## src/rtl/uart_transmitter.sv

```systemverilog
// UART transmit engine: configurable data width, parity and stop bits, fed by a small input FIFO.
// Define UATX_BREAK_EN to add the SendBreak input (hold the line low while idle).
module uart_transmitter #(
  parameter int ClockFreq  = 50_000_000,
  parameter int BaudRate   = 115_200,
  parameter int DataBits   = 8,
  parameter int ParityMode = 0,
  parameter int StopBits   = 1,
  parameter int FifoDepth  = 4
) (
  input  logic                         Clock,
  input  logic                         Reset,
  input  logic [DataBits-1:0]          DataIn,
  input  logic                         DataInValid,
`ifdef UATX_BREAK_EN
  input  logic                         SendBreak,
`endif
  output logic                         DataInReady,
  output logic                         SOut,
  output logic                         Busy,
  output logic [$clog2(FifoDepth):0]   FifoCount
);
  localparam int SymbolEdgeTime = ClockFreq / BaudRate;
  localparam int SymW = (SymbolEdgeTime > 1) ? $clog2(SymbolEdgeTime) : 1;
  localparam int PtrW = $clog2(FifoDepth);
  localparam int BitW = $clog2(DataBits);

  typedef enum logic [2:0] {S_IDLE, S_START, S_DATA, S_PARITY, S_STOP} state_t;

  logic [DataBits-1:0] r_mem [FifoDepth];
  logic [PtrW-1:0]     r_wptr, r_rptr;
  logic [PtrW:0]       r_count;

  state_t              r_state;
  logic [SymW-1:0]     r_sym;
  logic [BitW-1:0]     r_bit;
  logic                r_stop;
  logic [DataBits-1:0] r_shift;
  logic                r_par;
  logic                r_sout;

  logic                w_push, w_pop, w_hold, w_sym_last, w_stop_last, w_par;
  logic [DataBits-1:0] w_head;

  assign DataInReady = (r_count != (PtrW+1)'(FifoDepth));
  assign w_push      = DataInValid && DataInReady;
  assign w_head      = r_mem[r_rptr];
  assign w_par       = (^w_head) ^ (ParityMode == 2);
  assign w_sym_last  = (r_sym == SymW'(SymbolEdgeTime - 1));
  assign w_stop_last = w_sym_last && (r_stop == 1'(StopBits - 1));

`ifdef UATX_BREAK_EN
  // r_guard keeps the line high for one full symbol after a break ends.
  logic r_guard;
  assign w_hold = SendBreak || r_guard;
`else
  assign w_hold = 1'b0;
`endif

  assign w_pop = (r_count != '0) && !w_hold &&
                 ((r_state == S_IDLE) || ((r_state == S_STOP) && w_stop_last));

  assign SOut      = r_sout;
  assign Busy      = (r_state != S_IDLE) || (r_count != '0);
  assign FifoCount = r_count;

  always_ff @(posedge Clock) begin
    if (Reset) begin
      r_wptr  <= '0;
      r_rptr  <= '0;
      r_count <= '0;
    end else begin
      if (w_push) begin
        r_mem[r_wptr] <= DataIn;
        r_wptr        <= r_wptr + 1'b1;
      end
      if (w_pop) r_rptr <= r_rptr + 1'b1;
      case ({w_push, w_pop})
        2'b10:   r_count <= r_count + 1'b1;
        2'b01:   r_count <= r_count - 1'b1;
        default: ;
      endcase
    end
  end

  always_ff @(posedge Clock) begin
    if (Reset) begin
      r_state <= S_IDLE;
      r_sym   <= '0;
      r_bit   <= '0;
      r_stop  <= 1'b0;
      r_shift <= '0;
      r_par   <= 1'b0;
      r_sout  <= 1'b1;
`ifdef UATX_BREAK_EN
      r_guard <= 1'b0;
`endif
    end else begin
      // Every state change lands on a symbol boundary, so this also clears on entry.
      r_sym <= w_sym_last ? '0 : r_sym + 1'b1;
      case (r_state)
        S_IDLE: begin
          r_sym  <= '0;
          r_sout <= 1'b1;
`ifdef UATX_BREAK_EN
          if (SendBreak) begin
            r_sout  <= 1'b0;
            r_guard <= 1'b1;
          end else if (r_guard) begin
            r_sym <= r_sym + 1'b1;
            if (w_sym_last) begin
              r_guard <= 1'b0;
              r_sym   <= '0;
            end
          end
`endif
          if (w_pop) begin
            r_state <= S_START;
            r_shift <= w_head;
            r_par   <= w_par;
            r_bit   <= '0;
            r_sout  <= 1'b0;
          end
        end
        S_START: if (w_sym_last) begin
          r_state <= S_DATA;
          r_sout  <= r_shift[0];
        end
        S_DATA: if (w_sym_last) begin
          r_shift <= r_shift >> 1;
          r_bit   <= r_bit + 1'b1;
          if (r_bit == BitW'(DataBits - 1)) begin
            if (ParityMode != 0) begin
              r_state <= S_PARITY;
              r_sout  <= r_par;
            end else begin
              r_state <= S_STOP;
              r_sout  <= 1'b1;
              r_stop  <= 1'b0;
            end
          end else begin
            r_sout <= r_shift[1];
          end
        end
        S_PARITY: if (w_sym_last) begin
          r_state <= S_STOP;
          r_sout  <= 1'b1;
          r_stop  <= 1'b0;
        end
        S_STOP: if (w_sym_last) begin
          if (w_stop_last) begin
            if (w_pop) begin
              r_state <= S_START;
              r_shift <= w_head;
              r_par   <= w_par;
              r_bit   <= '0;
              r_sout  <= 1'b0;
            end else begin
              r_state <= S_IDLE;
              r_sout  <= 1'b1;
            end
          end else begin
            r_stop <= r_stop + 1'b1;
          end
        end
        default: begin
          r_state <= S_IDLE;
          r_sout  <= 1'b1;
        end
      endcase
    end
  end
endmodule
```

## config.mk

```make
export PLATFORM = sky130hd
export DESIGN_NAME = uart_transmitter
export DESIGN_NICKNAME = d
export VERILOG_FILES = /design/src/rtl/uart_transmitter.sv
export SDC_FILE = /design/constraint.sdc
export NUM_CORES = 1
export LEC_CHECK = 0
export ABC_AREA = 1
export BUFFER_PORTS_ARGS = -buffer_cell sky130_fd_sc_hd__buf_2
export CAP_MARGIN = 30
export CELL_PAD_IN_SITES_DETAIL_PLACEMENT = 0
export CELL_PAD_IN_SITES_GLOBAL_PLACEMENT = 1
export CORE_ASPECT_RATIO = 1.5
export CORE_MARGIN = 5
export CORE_UTILIZATION = 43
export CTS_CLUSTER_SIZE = 8
export DETAILED_ROUTE_END_ITERATION = 6
export HOLD_SLACK_MARGIN = 0.12
export PLACE_DENSITY = 0.8
export SLEW_MARGIN = 20
export SYNTH_ARGS = -nofsm -noshare
export SYNTH_HDL_FRONTEND = slang
export SYNTH_SLANG_ARGS = --single-unit
```

## constraint.sdc

```tcl
create_clock -name Clock -period 4.3 [get_ports Clock]
set_input_delay 0.645 -clock Clock [delete_from_list [all_inputs] [get_ports Clock]]
set_output_delay 0.645 -clock Clock [all_outputs]
set_load 0.05 [all_outputs]
```

; ---- After elaboration in Yosys (flattened, before gate mapping)
; Memory sizes are Yosys's and may differ from the RTL's. A register that Yosys moved wholly into a read port is not among the register bits.
; Cells that the tools add are included.
[totals]
elab_cells = 91
mem_bits_ro = 0
mem_count = 1
in_bits = 11
regBits = 32
mem_bits_rw = 32
latchBits = 0
[op_classes]
n_shift = 0
multipliers = 0
n_addsub = 7
reduce_logical = 17
n_div = 0
n_lt_le_gt_ge = 0
bitwise_logic = 1
muxes = 39
eq_ne = 17
[memory_table]
columns = name, words, word_bits, rd, rd_clocked_by_memory_dff, write_ports, line_no
row1 = r_mem, 4, 8, 1, 1, 1, 30  ; logic [DataBits-1:0] r_mem [FifoDepth];
[op_table]
columns = op, n
row1 = 2-to-1 mux 3 bit, 11
row2 = 2-to-1 mux 8 bit, 4
row3 = one-hot mux 8 bit (3 select lines), 1
row4 = 2-to-1 mux 1 bit, 16
row5 = "inequality test 2 bit, second input constant", 8
row6 = one-hot mux 3 bit (5 select lines), 1
row7 = nonzero test 3 bit, 4
row8 = "adder 9 x 1 -> 9 bit, second input constant", 1
row9 = "== test 9 bit, second input constant", 1
row10 = one-hot mux 3 bit (3 select lines), 1
row11 = AND reduction 7 bit, 1
row12 = "adder 3 x 1 -> 3 bit, second input constant", 2
row13 = "== test 3 x 2 -> 1 bit, second input constant", 2
row14 = "== test 3 bit, second input constant", 2
row15 = one-hot mux 3 bit (2 select lines), 1
row16 = AND reduction 6 bit, 1
row17 = one-hot mux 1 bit (5 select lines), 1
row18 = AND reduction 5 bit, 1
row19 = "adder 2 x 1 -> 2 bit, second input constant", 2
row20 = logical AND 1 bit, 4
row21 = 2-to-1 mux 2 bit, 2
row22 = AND reduction 4 bit, 1
row23 = "== test 3 x 1 -> 1 bit, second input constant", 1
row24 = zero test 3 bit, 1
row25 = other kinds (10), 11

; ---- Depth between registers and ports, before layout
; Gate-level depths: netlist of the first run.
[depth]
word_depth = 9
depth_mapped = 17
ltp_nobuf = 17

; ---- Worst setup path after synthesis of the first run
; OpenSTA, ideal clock, no wires.
[synth_path]
path_type = reg-to-reg
start = reg r_count[2], in the netlist FifoCount[2]
end = reg r_count[2], in the netlist FifoCount[2]
period_less_slack_ps = 2612
setup_ps = 122
path_stages_with_launch = 10
t_arrival_ps = 2490
setup_slack_ps = 1688
path_cell_list = dfxtp_1 -> nand3_1 -> nand2_1 -> ha_1 -> inv_1 -> fa_1 -> a21oi_1 -> o21ai_0 -> o21ai_0 -> a21oi_1
[synth_via]
elab_chain_len = 4
word_cells_on_any_way = 10
classes_between = add/sub (2) / eq/ne (3) / mux (1) / reduce/logical (4)
[synth_rtl]
columns = element, line_no
row1 = "start, declared", 32  ; logic [PtrW:0] r_count;
row2 = "start signal, assigned", 79  ; 2'b10: r_count <= r_count + 1'b1;
row3 = "start signal, assigned", 80  ; 2'b01: r_count <= r_count - 1'b1;
row4 = inequality test 3 bit *, 45  ; assign DataInReady = (r_count != (PtrW+1)'(FifoDepth));
row5 = net DataInReady, 18  ; output logic DataInReady,
row6 = logical AND 1 bit *, 46  ; assign w_push = DataInValid && DataInReady;
row7 = == test 2 x 1 -> 1 bit / == test 2 bit (equally long branches), 78  ; case ({w_push, w_pop})
row8 = one-hot mux 3 bit (2 select lines) / nonzero test 2 bit (equally long branches), n/a
; The timed path passes the listed nets; every way through them passes the cells marked *.
; A chain may end at the register's enable or synchronous reset.

; ---- Worst setup path in the final report of the first run
[layout_path]
start = reg r_sym[0]
end = reg r_count[2], in the netlist FifoCount[2]
[layout_via]
elab_chain_len = 7
word_cells_on_any_way = 9
classes_between = eq/ne (3) / mux (1) / reduce/logical (5)
[layout_rtl]
columns = element, line_no
row1 = "start, declared", 35  ; logic [SymW-1:0] r_sym;
row2 = "start signal, assigned", 100  ; r_sym <= w_sym_last ? '0 : r_sym + 1'b1;
row3 = == test 9 bit *, 49  ; assign w_sym_last = (r_sym == SymW'(SymbolEdgeTime - 1));
row4 = logical AND 1 bit *, 50  ; assign w_stop_last = w_sym_last && (r_stop == 1'(StopBits - 1));
row5 = logical AND 1 bit *, 61  ; ((r_state == S_IDLE) || ((r_state == S_STOP) && w_stop_last));
row6 = logical OR 1 bit *, 61
row7 = logical AND 1 bit *, 60  ; assign w_pop = (r_count != '0) && !w_hold &&
row8 = == test 2 x 1 -> 1 bit / == test 2 bit (equally long branches), 78
row9 = one-hot mux 3 bit (2 select lines) / nonzero test 2 bit (equally long branches), n/a
; Every way passes the cells marked *; elsewhere a longest branch is shown, timed or not.

==> results of run 1 <==
==> how the worst min path moves through the flow <==
stage / end / cells past startpoint / slack (ns) / from
2_1_floorplan: register / 2 / 0.43 / r_rptr[1]$_SDFFE_PP0N_
3_3_place_gp: register / 2 / 0.44 / r_rptr[1]$_SDFFE_PP0N_
3_5_place_dp: r_shift[1]$_SDFFE_PP0P_ / 2 / 0.46 / r_shift[1]$_SDFFE_PP0P_
4_1_cts: r_shift[1]$_SDFFE_PP0P_ / 2 / 0.47 / r_shift[1]$_SDFFE_PP0P_
5_1_grt: r_shift[1]$_SDFFE_PP0P_ / 2 / 0.48 / r_shift[1]$_SDFFE_PP0P_
6_report: r_shift[4]$_SDFFE_PP0P_ / 2 / 0.47 / r_shift[4]$_SDFFE_PP0P_
==> cell type report <==
cell class	instances	area, µm²
fillers	667	3495
clock buffers	9	123.9
clock inverters	7	78.83
repair buffers	16	80.08
flip-flops and latches	66	1642
inverters	40	150.1
well taps	78	97.59
multi-input cells	230	1139
==> layer usage <==
metal	part of all wire [%]	up-vias
met3	3.7	22
met4	4.6	0
met5	0	-
met1	41	1014
li1	-	1168
met2	51	39
==> kinds of logic (layout without fill, tap and decap cells) <==
group | count (synthesis) | count (layout) | share of synthesized area (%)
adders and majority gates | 10 | 10 | 4.439
buffers and inverters | 50 | 72 | 6.951
AOI/OAI and AO/OA | 40 | 40 | 6.784
and+or+nand+nor | 179 | 179 | 26.59
DFF | 66 | 66 | 54.94
xor gates and xnor gates | 1 | 1 | 0.2932
==> layout by cell type (no fill, tap or decap), types with 9 or more instances in the layout <==
| master | netlist | final |
|---|---|---|
| a21oi_1 | 26 | 26 |
| clkbuf_8 | 0 | 9 |
| inv_1 | 36 | 36 |
| ha_1 | 9 | 9 |
| nor2_1 | 24 | 24 |
| o21ai_0 | 10 | 10 |
| edfxtp_1 | 32 | 32 |
| dfxtp_1 | 34 | 34 |
| buf_2 | 4 | 16 |
| nand3_1 | 43 | 43 |
| nand2_1 | 88 | 88 |
==> power breakdown <==
group,internal [mW],switching (mW)
Clock,0.272,0.244
Combinational,0.248,0.579
Sequential,0.764,0.0849
Total,1.28,0.907
==> state kept, by name, indices dropped and copies added (netlist names), named ones only <==
name       flops
r_rptr         2
r_state        3
SOut           1
r_mem         32
FifoCount      3
r_bit          3
r_wptr         2
r_shift        8
r_stop         1
r_sym          9
==> critical path: stages, from the launching register on <==
cell and delay, ns:
dfxtp_1 0.38, ha_1 0.19, inv_1 0.04, nor2_1 0.08, nand2_1 0.07, nor2_2 0.14, nand2_1 0.07, nand2_1 0.07
nand2_2 0.09, inv_1 0.09, ha_1 0.14, inv_1 0.07, fa_1 0.37, a21oi_1 0.15, o21ai_0 0.12, o21ai_0 0.16
a21oi_1 0.06
==> impl_metrics.csv, run 1 <==
group,metric,value,unit
run_status,status,"complete, no violations",
placed_design,pre_cts_ws,1.918,ns
synthesis,async_flop_share,0,%
synthesis,ys_seq_area_share,54.94,%
setup_path,worstPathRequired,4.52,ns
placed_design,gp_congestion,0.8113,
clock_tree,cts_max_path_buffers,2,
synthesis,synth_area,2988,µm²
route,vias,2243,
setup_path,critPathKind,"register to register",
route,routed_wl,5.905,mm
setup_path,crit_fanout,5,
global_routing,grt_pass1_wl,10.12,mm
sta,fmax,418.5,MHz
placed_design,placedCellCount,430,
placed_design,dpl.hpwl,4.185,mm
clock_tree,clk_latency,0.34,ns
sta,rsz0062_at_grt,"false",
global_routing,grt.overflow.total,0,
clock_tree,cts_tree,"yes",
global_routing,grt.met2_usage,24.67,%
sta,slew_viol_final,0,
pwr,p_total,2.191,mW
route,wire_per_inst,13.24,µm
clock_tree,ctsResizeCount,0,
cells_and_area,fin_util,48.65,%
clock_tree,cts_buffers,9,
placed_design,placed_area,3108,µm²
sta,tightest_slew,0.7529,ns
pwr,leakage,1.370,nW
synthesis,mappedNetlistNets,367,
global_routing,grt_pass1_vias,2265,
floorplanning,ios,17,
setup_path,rrSetupSlack,1.91,ns
global_routing,grt_max_degree,18,
clock_tree,clockRootBuffer,"clkbuf_8",
pwr,ir_drop,0.0004060,V
synthesis,syn_inst,346,
cells_and_area,antenna_cells,0,
global_routing,antenna_found_initial,0,
floorplanning,die_x,78.06,µm
setup_path,reg2reg_to,"FifoCount[2]$_SDFFE_PP0P_",
cells_and_area,final_area,3311,µm²
global_routing,use_met1,15.76,%
setup_path,cp-startpoint,"r_sym[0]$_SDFF_PP0_",
setup_path,setup.worst_path.end_class,"register",
sta,setup_viol,0,
synthesis,syn_area_per_cell,8.635,µm²
setup_path,startpoint_type,"register",
synthesis,ys_warn_count,0,
synthesis,synth_cell_type_count,27,
synthesis,synth_seq_cells,66,
sta,fin_crit,2.389,ns
sta,relSlewSlack,49.62,%
route,viasPerCell,5.029,
cells_and_area,final_cell_count_no_fill,446,
setup_path,r2r-start,"r_sym[0]$_SDFF_PP0_",
sta,setup_ws,1.911,ns
clock_tree,clk_pin_slew,0.07,ns
synthesis,ys_top_cells_by_area,"edfxtp_1 32%, dfxtp_1 23%, nand2_1 11%",
global_routing,grt_use_met3,4.173,%
clock_tree,ctsHoldBuffers,0,
floorplanning,initial_core_util,43.91,%
synthesis,synthTopCellsByCount,"88 x nand2_1, 43 x nand3_1, 36 x inv_1",
floorplanning,die_h,112.1,µm
synthesis,yosysMostFrequentCell,"nand2_1",
clock_tree,cts_max_level,3,
route,first_iter_violations,152,
synthesis,synth_edf_count,32,
job,cap_violations,0,
cells_and_area,final_nets,384,
setup_path,ff2ff_path_depth,16,
floorplanning,rows,37,
cells_and_area,drive_above_1_share,13.04,%
worst_hold_path,holdCritPathClass,"register to register",
pwr,power.density,661.8,nW/µm²
route,dr.pass1.iters,4,
sta,finalSetupTns,0,ns
placed_design,place.port_buffers,16,
cells_and_area,areaGrowthSynthToFinish,10.80,%
synthesis,synth_flop_cell,"dfxtp_1",
floorplanning,die-area,8750,µm²
setup_path,critPathCapture,"FifoCount[2]$_SDFFE_PP0P_",
synthesis,synth_top_cell_area_share,32.16,%
sta,hold_viol_final,0,
route,post-route-drc-count,0,
synthesis,synth_area_leader_cell,"edfxtp_1",
floorplanning,coreArea,6805,µm²
route,ant_nets,0,
sta,hold_slack,0.4674,ns
global_routing,grt.busiest_layer,"met2",
clock_tree,cts_num_sinks,66,
clock_tree,cts_setup_buffers,0,
sta,fin_skew,0.007842,ns
setup_path,arrival,2.61,ns
sta,post-route-period-util,55.57,%
global_routing,grt_use_total,14.54,%
(Power assumes the default switching activity.)
==> run 2, diff against run 1 <==
- ABC_AREA: 1 -> 0
- PLACE_DENSITY: 0.8 -> 0.76
- clock period: 4.3 -> 2.3 ns (I/O delays scaled with it)
==> run 2 against run 1 <==
The flow now finishes with violations (setup timing). Sequential cell count unchanged. Via count decreased by 19%. Die area shrank 4.6%. Global-route usage decreased by 1.1 points. Synthesized cell count shrank 34%. Critical path depth fell by 6. Setup slack got worse by 2.0 ns. Largest cell class unchanged.
==> impl_metrics.csv, run 2 <==
group,metric,value,unit
placed_design,gp_congestion,0.8032,
cells_and_area,areaGrowthSynthToFinish,19.04,%
cells_and_area,top_regs,"r_mem: 32 flops, r_sym: 9 flops, r_shift: 8 flops",
placed_design,place.port_buffers,16,
global_routing,grt_pass1_wl,8.694,mm
route,dr.pass1.iters,4,
setup_path,worstPathRequired,2.57,ns
synthesis,synth_edf_count,32,
clock_tree,cts_max_path_buffers,2,
sta,hold_slack,0.2103,ns
synthesis,ys_seq_area_share,57.95,%
pwr,ir_drop,0.0009111,V
pwr,p_total,4.255,mW
synthesis,syn_inst,229,
sta,tightest_slew,0.5275,ns
synthesis,synth_area_leader_cell,"edfxtp_1",
route,routed_wl,5.199,mm
route,wire_per_inst,14.94,µm
clock_tree,cts_num_sinks,66,
floorplanning,die-area,8344,µm²
sta,setup_viol,1,
clock_tree,clockRootBuffer,"clkbuf_8",
synthesis,async_flop_share,0,%
cells_and_area,final_common_cell,"edfxtp_1",
clock_tree,ctsHoldBuffers,0,
sta,setup_ws,-0.06419,ns
floorplanning,rows,36,
synthesis,synth_top_cell_area_share,33.92,%
setup_path,arrival,2.64,ns
synthesis,mappedNetlistNets,250,
cells_and_area,fillers,561,
cells_and_area,final_cell_count_no_fill,348,
sta,fmax,423.0,MHz
sta,fin_crit,2.364,ns
cells_and_area,drive_above_1_share,30.51,%
route,first_iter_violations,58,
floorplanning,die_h,109.4,µm
global_routing,grt.overflow.total,0,
route,post-route-drc-count,0,
floorplanning,initial_core_util,43.98,%
floorplanning,coreArea,6441,µm²
synthesis,yosysMostFrequentCell,"dfxtp_1",
route,viasPerCell,5.221,
sta,post-route-period-util,102.8,%
cells_and_area,largest_reg_flops,32,
synthesis,syn_area_per_cell,12.37,µm²
synthesis,synth_area,2833,µm²
sta,rsz0062_at_grt,"true",
clock_tree,cts_tree,"yes",
cells_and_area,largest_register,"r_mem",
setup_path,setup.worst_path.end_class,"register",
synthesis,synth_seq_cells,66,
synthesis,ys_warn_count,0,
job,cap_violations,0,
setup_path,startpoint_type,"register",
placed_design,placedCellCount,331,
cells_and_area,final_nets,288,
global_routing,grt_max_degree,21,
setup_path,crit_fanout,2,
synthesis,synth_flop_cell,"dfxtp_1",
synthesis,ys_top_cells_by_area,"edfxtp_1 34%, dfxtp_1 24%, mux4_2 6.4%",
route,ant_nets,0,
setup_path,critPathKind,"register to register",
synthesis,synth_cell_type_count,40,
global_routing,grt_use_total,13.48,%
sta,fin_skew,0.008779,ns
cells_and_area,final_cell_mix,"32 x edfxtp_1, 30 x dfxtp_1, 30 x nor2_1",
sta,relSlewSlack,63.92,%
clock_tree,cts_buffers,9,
global_routing,grt_pass1_vias,1912,
pwr,leakage,1.281,nW
clock_tree,clk_pin_slew,0.08,ns
sta,slew_viol_final,0,
synthesis,synthTopCellsByCount,"34 x dfxtp_1, 32 x edfxtp_1, 30 x nor2_1",
worst_hold_path,holdCritPathClass,"primary input to register",
clock_tree,clk_latency,0.34,ns
route,vias,1817,
run_status,status,"finished with violations",
floorplanning,ios,17,
floorplanning,die_x,76.27,µm
placed_design,dpl.hpwl,3.685,mm
global_routing,antenna_found_initial,0,
cells_and_area,antenna_cells,0,
run_status,violations,"setup timing",
sta,hold_viol_final,0,
pwr,power.density,1262,nW/µm²
clock_tree,cts_max_level,3,
run 2: cell types whose count changed in the layout (fill, tap and decap cells not counted), moves of 5 or more:
cell / previous run / this run
or3_1: 1 / 6
nand3_1: 43 / 4
mux2i_1: 0 / 7
nand2_2: 6 / 0
inv_1: 36 / 8
nor2_1: 24 / 30
nand2_1: 88 / 10
a21oi_1: 26 / 11
buf_4: 0 / 21
mux2_2: 0 / 7
mux4_2: 0 / 8
xor2_1: 0 / 6
run 2: cell families (layout without fill, tap and decap cells):
family,after synthesis,in the layout,synth area share [%]
compound gates,28,28,6.184
xor+xnor,11,11,3.401
flops,66,66,57.95
simple gates,73,73,13.60
fa+ha+maj,10,10,4.682
buf+inv,19,62,2.561
mux,22,22,11.62
run 2: per-layer routing:
metal  vias to the layer above  GRT usage [%]  part of all wire, %
met2                        25          25.25                   55
met3                        11          3.525                  3.3
li1                        900              -                    -
met4                         0          7.000                  1.3
met5                         -              0                    0
met1                       881          13.63                   40
run 2: layout make-up:
type	count	area [µm²]	area share, %
clock inverter	7	102.6	3.043
tap	76	95.09	2.820
clock buffer	9	123.9	3.673
inverter	9	33.78	1.002
sequential	66	1647	48.83
timing repair buffer	37	237.7	7.050
multi-input combinational	144	1132	33.58
run 2: metrics by stage:
stage	setup WS [ns]	instance area [µm²]	TNS [ns]	utilization, %
3_5_place_dp	-0.07601	3137	-0.07601	48.70
5_1_grt	-0.2262	3372	-0.2649	52.35
3_3_place_gp	-0.02470	3137	-0.02470	48.70
4_1_cts	-0.09599	3363	-0.09599	52.21
2_1_floorplan	-0.1233	2850	-0.1233	-
6_report	-0.06419	3372	-0.06419	52.35
run 2: path summary, 6_finish.rpt:
path	cells past startpoint	to	slack [ns]	from
hold reg to reg	2	r_shift[7]$_SDFFE_PP0P_	0.46	r_shift[7]$_SDFFE_PP0P_
setup reg to reg	10	FifoCount[2]$_SDFFE_PP0P_	-0.06	r_sym[6]$_SDFF_PP0_
hold / removal	1	r_mem[3][0]$_DFFE_PP_	0.21	DataIn[0]
setup / recovery	10	FifoCount[2]$_SDFFE_PP0P_	-0.06	r_sym[6]$_SDFF_PP0_
run 2: critical path: stages, from the launching register on:
cell,delay [ns]
dfxtp_2,0.32
or4b_4,0.55
nor3_4,0.16
o21ai_2,0.09
inv_1,0.07
ha_2,0.17
inv_2,0.04
fa_2,0.32
xor2_1,0.15
or3_1,0.31
a21oi_1,0.12
run 2: what timing repair did:
action,in CTS,in global routing
buffers inserted,0,1
gates resized for setup,0,2
gates cloned,0,0
pin swaps,0,1
setup endpoints to repair,1,2
run 2: power by group:
group,internal (mW),switching [mW],leakage [nW]
Clock,0.619,0.473,0.110
Combinational,0.723,0.897,0.601
Sequential,1.43,0.118,0.569
Total,2.77,1.49,1.28
